<file path="config.mk">
export PLATFORM = sky130hd
export DESIGN_NAME = guineveer_mem2axi
export DESIGN_NICKNAME = d
export VERILOG_FILES = /design/src/rtl/guineveer_mem2axi.sv
export SDC_FILE = /design/constraint.sdc
export NUM_CORES = 1
export LEC_CHECK = 0
export BUFFER_PORTS_ARGS = -buffer_cell sky130_fd_sc_hd__clkbuf_2
export CAP_MARGIN = 10
export CORE_AREA = 2 2 179 181
export DETAILED_ROUTE_END_ITERATION = 6
export DIE_AREA = 0 0 181 183
export PLACE_DENSITY_LB_ADDON = 0.05
export SYNTH_ARGS = -nofsm -noshare
export SYNTH_HDL_FRONTEND = slang
export SYNTH_SLANG_ARGS = --single-unit
</file>
<file path="constraint.sdc">
create_clock -name clk_i -period 9.77 [get_ports clk_i]
set_input_delay 1.954 -clock clk_i [delete_from_list [all_inputs] [get_ports clk_i]]
set_output_delay 1.954 -clock clk_i [all_outputs]
set_load 0.03 [all_outputs]
</file>
<file path="src/rtl/guineveer_mem2axi.sv">
// guineveer_mem2axi: single-outstanding bridge from a req/gnt/rvalid memory port to one AXI4 manager port.
// Optional feature macro GUINEVEER_MEM2AXI_ERR_EN: report SLVERR/DECERR on mem_err_o and zero errored read data.

typedef struct packed {
    logic [0:0]  id;
    logic [31:0] addr;
    logic [7:0]  len;
    logic [2:0]  size;
    logic [1:0]  burst;
    logic        lock;
    logic [3:0]  cache;
    logic [2:0]  prot;
    logic [3:0]  qos;
    logic [3:0]  region;
    logic [5:0]  atop;
    logic [0:0]  user;
} guineveer_mem2axi_aw_t;

typedef struct packed {
    logic [63:0] data;
    logic [7:0]  strb;
    logic        last;
    logic [0:0]  user;
} guineveer_mem2axi_w_t;

typedef struct packed {
    logic [0:0]  id;
    logic [31:0] addr;
    logic [7:0]  len;
    logic [2:0]  size;
    logic [1:0]  burst;
    logic        lock;
    logic [3:0]  cache;
    logic [2:0]  prot;
    logic [3:0]  qos;
    logic [3:0]  region;
    logic [0:0]  user;
} guineveer_mem2axi_ar_t;

typedef struct packed {
    logic [0:0] id;
    logic [1:0] resp;
    logic [0:0] user;
} guineveer_mem2axi_b_t;

typedef struct packed {
    logic [0:0]  id;
    logic [63:0] data;
    logic [1:0]  resp;
    logic        last;
    logic [0:0]  user;
} guineveer_mem2axi_r_t;

typedef struct packed {
    guineveer_mem2axi_aw_t aw;
    logic                  aw_valid;
    guineveer_mem2axi_w_t  w;
    logic                  w_valid;
    logic                  b_ready;
    guineveer_mem2axi_ar_t ar;
    logic                  ar_valid;
    logic                  r_ready;
} guineveer_mem2axi_req_t;

typedef struct packed {
    logic                 aw_ready;
    logic                 ar_ready;
    logic                 w_ready;
    logic                 b_valid;
    guineveer_mem2axi_b_t b;
    logic                 r_valid;
    guineveer_mem2axi_r_t r;
} guineveer_mem2axi_resp_t;

module guineveer_mem2axi #(
    parameter int unsigned ADDR_WIDTH = 32,
    parameter int unsigned DATA_WIDTH = 64,
    parameter int unsigned ID_WIDTH   = 1,
    parameter type AXI_REQ_T  = guineveer_mem2axi_req_t,
    parameter type AXI_RESP_T = guineveer_mem2axi_resp_t
) (
    input  logic                    clk_i,
    input  logic                    rst_ni,
    input  logic                    mem_req_i,
    output logic                    mem_gnt_o,
    input  logic [ADDR_WIDTH-1:0]   mem_addr_i,
    input  logic                    mem_we_i,
    input  logic [DATA_WIDTH-1:0]   mem_wdata_i,
    input  logic [DATA_WIDTH/8-1:0] mem_strb_i,
    output logic                    mem_rvalid_o,
    output logic [DATA_WIDTH-1:0]   mem_rdata_o,
    output logic                    mem_err_o,
    output AXI_REQ_T                axi_req_o,
    input  AXI_RESP_T               axi_resp_i
);

    localparam int unsigned STRB_W = DATA_WIDTH / 8;
    localparam int unsigned AXI_SIZE = $clog2(STRB_W);
    localparam logic [ADDR_WIDTH-1:0] ALIGN_MASK = ~ADDR_WIDTH'(STRB_W - 1);
    localparam logic [ID_WIDTH-1:0] AXI_ID = '0;

    typedef enum logic [2:0] {S_IDLE, S_AR, S_R, S_AWW, S_B} state_e;

    state_e                  r_state;
    state_e                  w_state_nxt;
    logic [ADDR_WIDTH-1:0]   r_addr;
    logic [DATA_WIDTH-1:0]   r_wdata;
    logic [STRB_W-1:0]       r_strb;
    logic                    r_aw_done;
    logic                    r_w_done;
    logic                    r_rvalid;
    logic [DATA_WIDTH-1:0]   r_rdata;
    logic                    r_err;
    logic                    w_aw_hs;
    logic                    w_w_hs;
    logic                    w_r_hs;
    logic                    w_b_hs;
    logic                    w_rd_err;
    logic                    w_wr_err;
    logic                    w_unused;

    assign w_aw_hs = (r_state == S_AWW) && !r_aw_done && axi_resp_i.aw_ready;
    assign w_w_hs  = (r_state == S_AWW) && !r_w_done && axi_resp_i.w_ready;
    assign w_r_hs  = (r_state == S_R) && axi_resp_i.r_valid;
    assign w_b_hs  = (r_state == S_B) && axi_resp_i.b_valid;

`ifdef GUINEVEER_MEM2AXI_ERR_EN
    // resp[1] set means SLVERR (2'b10) or DECERR (2'b11)
    assign w_rd_err = axi_resp_i.r.resp[1];
    assign w_wr_err = axi_resp_i.b.resp[1];
`else
    assign w_rd_err = 1'b0;
    assign w_wr_err = 1'b0;
`endif

    assign w_unused = ^{axi_resp_i, mem_addr_i};

    always_ff @(posedge clk_i or negedge rst_ni) begin
        if (!rst_ni) begin
            r_state <= S_IDLE;
        end else begin
            r_state <= w_state_nxt;
        end
    end

    always_comb begin
        w_state_nxt = r_state;
        mem_gnt_o   = 1'b0;
        axi_req_o   = '0;
        axi_req_o.aw.id    = AXI_ID;
        axi_req_o.aw.addr  = r_addr;
        axi_req_o.aw.size  = 3'(AXI_SIZE);
        axi_req_o.aw.burst = 2'b01;
        axi_req_o.w.data   = r_wdata;
        axi_req_o.w.strb   = r_strb;
        axi_req_o.w.last   = 1'b1;
        axi_req_o.ar.id    = AXI_ID;
        axi_req_o.ar.addr  = r_addr;
        axi_req_o.ar.size  = 3'(AXI_SIZE);
        axi_req_o.ar.burst = 2'b01;
        case (r_state)
            S_IDLE: begin
                mem_gnt_o = mem_req_i;
                if (mem_req_i) begin
                    w_state_nxt = mem_we_i ? S_AWW : S_AR;
                end
            end
            S_AR: begin
                axi_req_o.ar_valid = 1'b1;
                if (axi_resp_i.ar_ready) begin
                    w_state_nxt = S_R;
                end
            end
            S_R: begin
                axi_req_o.r_ready = 1'b1;
                if (axi_resp_i.r_valid) begin
                    w_state_nxt = S_IDLE;
                end
            end
            S_AWW: begin
                // AW and W complete independently; leave only once both are done
                axi_req_o.aw_valid = !r_aw_done;
                axi_req_o.w_valid  = !r_w_done;
                if ((r_aw_done || w_aw_hs) && (r_w_done || w_w_hs)) begin
                    w_state_nxt = S_B;
                end
            end
            S_B: begin
                axi_req_o.b_ready = 1'b1;
                if (axi_resp_i.b_valid) begin
                    w_state_nxt = S_IDLE;
                end
            end
            default: begin
                w_state_nxt = S_IDLE;
            end
        endcase
    end

    always_ff @(posedge clk_i or negedge rst_ni) begin
        if (!rst_ni) begin
            r_aw_done <= 1'b0;
            r_w_done  <= 1'b0;
            r_rvalid  <= 1'b0;
            r_rdata   <= '0;
            r_err     <= 1'b0;
        end else begin
            r_rvalid <= w_r_hs || w_b_hs;
            if (mem_gnt_o) begin
                r_aw_done <= 1'b0;
                r_w_done  <= 1'b0;
            end else begin
                if (w_aw_hs) r_aw_done <= 1'b1;
                if (w_w_hs)  r_w_done  <= 1'b1;
            end
            if (w_r_hs) begin
                r_rdata <= w_rd_err ? '0 : axi_resp_i.r.data;
                r_err   <= w_rd_err;
            end
            if (w_b_hs) begin
                r_err <= w_wr_err;
            end
        end
    end

    // request payload is only consumed while a transaction is in flight
    always_ff @(posedge clk_i) begin
        if (mem_gnt_o) begin
            r_addr  <= mem_addr_i & ALIGN_MASK;
            r_wdata <= mem_wdata_i;
            r_strb  <= mem_strb_i;
        end
    end

    assign mem_rvalid_o = r_rvalid;
    assign mem_rdata_o  = r_rdata;
    assign mem_err_o    = r_err;

endmodule

</file>
Yosys cells after proc, flatten, opt, wreduce, memory -nomap -nowiden:

Cells that the tools add are included.

* reductions and logical operators: 17
* bitwise gates (word level): 0
* equality and inequality tests: 9
* muxes and demuxes: 19
* add/sub/neg operators: 0
* shift operators: 0
* magnitude comparators: 0
* multipliers: 0
* divide/modulo/power cells: 0

Operator list (count)
* 3-bit two-way mux: 5
* 3-bit case mux with 5 select lines: 1
* 1-bit two-way mux: 12
* 2-bit != test (second input constant): 4
* 1-bit logical AND: 7
* 3-bit by 2-bit equality test with 1-bit output (second input constant): 2
* 2-bit nonzero test: 3
* 5-bit AND reduction: 1
* 3-bit by 1-bit equality test with 1-bit output (second input constant): 1
* 3-bit equality test (second input constant): 1
* 3-bit zero test: 1
* 1-bit logical OR: 3
* 1-bit zero test: 2
* 2-bit two-way mux: 1
* 2-bit by 1-bit != test with 1-bit output (second input constant): 1

* word-level logic and storage cells: 54
* latch bits: 0
* bits in read-only memories: 0
* bits in registers: 172
* input bits: 186
* memory bits (writable): 0
* output and inout bits: 278
* memories: 0

Depth between registers and ports, before layout:

* word-level depth: 7
* gate-level depth with buffers: 5
* mapped depth without buffers: 3

Worst setup path before layout:

OpenSTA, ideal clock, no wires.

* kind: input to output
* from: input port mem_req_i
* to: output port mem_gnt_o
* stages: 2
* buffers on the path: 0
* arrival: 7014 ps
* path slack: 802 ps
* path through: or3b_2 > nor2_1

* longest elaborated chain between the ends: 1

Ends and longest elaborated chain
* start, declared: RTL line 84 `input logic mem_req_i,`
* 1-bit two-way mux: RTL line 161 `case (r_state)`
* end, declared: RTL line 85 `output logic mem_gnt_o,`

Every way passes these cells.

Worst setup path after layout:

Ends and elaborated chain as after synthesis.

==> results.tsv <==
metric	value	unit
grt_max_degree	71	
ys_types	24	
worst-setup-path-type	in2out	
port_buffers	374	
post-route-util	29.5	%
vias_per_cell	3.52	
grt_usage	11.2	%
synth-edff-count	101	
synth-main-ff-cell	edfxtp_1	
fp.coreArea	31200	µm²
critPathLaunch	mem_req_i	
grt_pass1_vias	4232	
final_hold_viol_count	0	
dp_slack	4.31	ns
dr.pass1.iters	5	
tightest_slew	0.951	ns
reg2reg_slack	7.02	ns
max_slew_margin	36.6	%
clock-sinks	171	
setup_viol	0	
overflow	0	
clk_pin_slew	0.06	ns
max_freq	0.183	GHz
fin_setup_tns	0	ns
avgSynthCellArea	17.6	µm²
syn_to_final_growth	36.4	%
synth-async-reset-ratio	40.9	%
critical_path_required	7.82	ns
crit_path_max_fanout	46	
nFillCells	3257	
postCtsSetupRepairBufs	0	
cts_buffer_depth	2	
die-area	33100	µm²
numCtsBuffers	17	
rsz0062_at_grt	false	
r2r_end	r_wdata[45]	
worstRegToRegCells	4	
min_period	5.45	ns
syn_inst	383	
drive_gt1_share	63.3	%
hold_slack	0.510	ns
cts_tree	done	
grt_pass1_wl	27200	µm
cts_resized	0	
postCtsHoldBufs	0	
layout_common_cells	373 x clkbuf_2, 101 x edfxtp_1, 77 x conb_1	
syn-cell-area	6740	µm²
start_util	21.6	%
die_y	183	µm
final_common_cell	clkbuf_2	
crit_end	mem_gnt_o	
synth-warning-count	0	
dr.first_iter.drc_count	126	
finalNetCount	927	
synth-seq-cells	171	
max_cap_violations	0	
routed_wl	18900	µm
rows	65	
ys_seq_area_share	70.9	%
p_per_area	339	nW/µm²
num_io_pins	464	
period_share	55.8	%
cts_max_level	4	
reg2reg_from	r_state[0]	
finalWorstSetupSlack	4.32	ns
antenna_left	0	
wl_per_cell	16.4	µm
cp-end-kind	output port	
worstSetupStartpointType	primary input	
clock_skew	0.0106	ns
drc_errors	0	
die_width	181	µm
hpwlAfterDp	14600	µm
arrival	3.50	ns
min_path_type	reg2reg	
report.final.slew_viol_count	0	
ir_drop	0.140	mV
gp_congestion	0.693	
power_leakage	4.39	nW
clk_latency	0.42	ns
clock-root-buffer	clkbuf_16	
status	finished clean	
antenna_found_initial	2	
vias	4065	
==> state kept, by name, indices dropped and copies added (netlist names) <==
name	cells
mem_rvalid_o	1
r_addr	29
r_aw_done	1
mem_rdata_o	64
r_strb	8
r_w_done	1
r_state	3
r_wdata	64
==> worst max-delay path: stages <==
cell and delay (ns):
clkbuf_2 0.09, or3b_2 0.51, nor2_4 0.10, buf_4 0.49, clkbuf_2 0.32
==> per-layer routing <==
| metal | vias up | global-route usage (%) | routed length, µm |
|---|---|---|---|
| li1 | 1875 | - | - |
| met1 | 1931 | 12.2 | 7160 |
| met2 | 246 | 19.2 | 9610 |
| met3 | 11 | 5.40 | 1940 |
| met4 | 2 | 3.41 | 179 |
| met5 | - | 0 | 11 |
==> cell type report <==
type / instances / area (µm²) / share of cell area (%)
clock inverters: 14 / 203 / 2.20
well taps: 402 / 503 / 5.47
flip-flops and latches: 171 / 4780 / 52.0
diodes: 1 / 2.50 / 0.0272
repair buffers: 378 / 1900 / 20.7
clock buffers: 17 / 425 / 4.62
inverters: 1 / 3.75 / 0.0408
multi-input cells: 172 / 1380 / 15.0
==> how the worst min path moves through the flow <==
stage                     depth (start not counted)  slack [ns]             from               to
after global placement                            1        0.49  mem_rdata_o[38]  mem_rdata_o[38]
final                                             1        0.51  mem_rdata_o[49]  mem_rdata_o[49]
after detailed placement                          1        0.50  mem_rdata_o[55]  mem_rdata_o[55]
after CTS                                         1        0.51  mem_rdata_o[41]  mem_rdata_o[41]
after global routing                              1        0.53  mem_rdata_o[42]  mem_rdata_o[42]
after floorplan                                   1        0.45       r_state[2]       r_state[1]
==> stage by stage <==
| step | cell area [µm²] | power, mW | instances |
|---|---|---|---|
| after floorplan | 7030 | 2.10 | 458 |
| after global placement | 8570 | 2.41 | 1124 |
| after detailed placement | 8570 | 2.41 | 1124 |
| after CTS | 9200 | 3.18 | 1155 |
| after global routing | 9200 | 3.28 | 1155 |
| final | 9200 | 3.12 | 1156 |
==> where the power goes <==
group	switching [mW]	internal, mW	leakage (nW)
combinational	0.824	0.403	2.30
sequential	0.122	1.03	1.78
clock	0.309	0.433	0.304
total	1.26	1.87	4.39
==> cell families after synthesis <==
family                 Yosys count  share of synthesized area [%]
AND/OR/NAND/NOR                 19                           1.50
multiplexers                    64                           13.4
AO/OA/AOI/OAI                   12                           1.04
buffers and inverters          115                           13.0
other                            2                          0.111
flip-flops                     171                           70.9
==> Yosys cell counts (2+ instances only) <==
library cell	count	share of area, %
conb_1	2	0.11
dfrtp_1	70	26
buf_4	106	12
o22ai_1	2	0.19
mux2_2	15	2.5
nand2b_1	4	0.37
edfxtp_1	101	45
a21o_1	2	0.22
nor2_1	8	0.45
mux2_4	49	11
buf_6	6	1.0
a21oi_1	6	0.45
(Power assumes the default switching activity.)
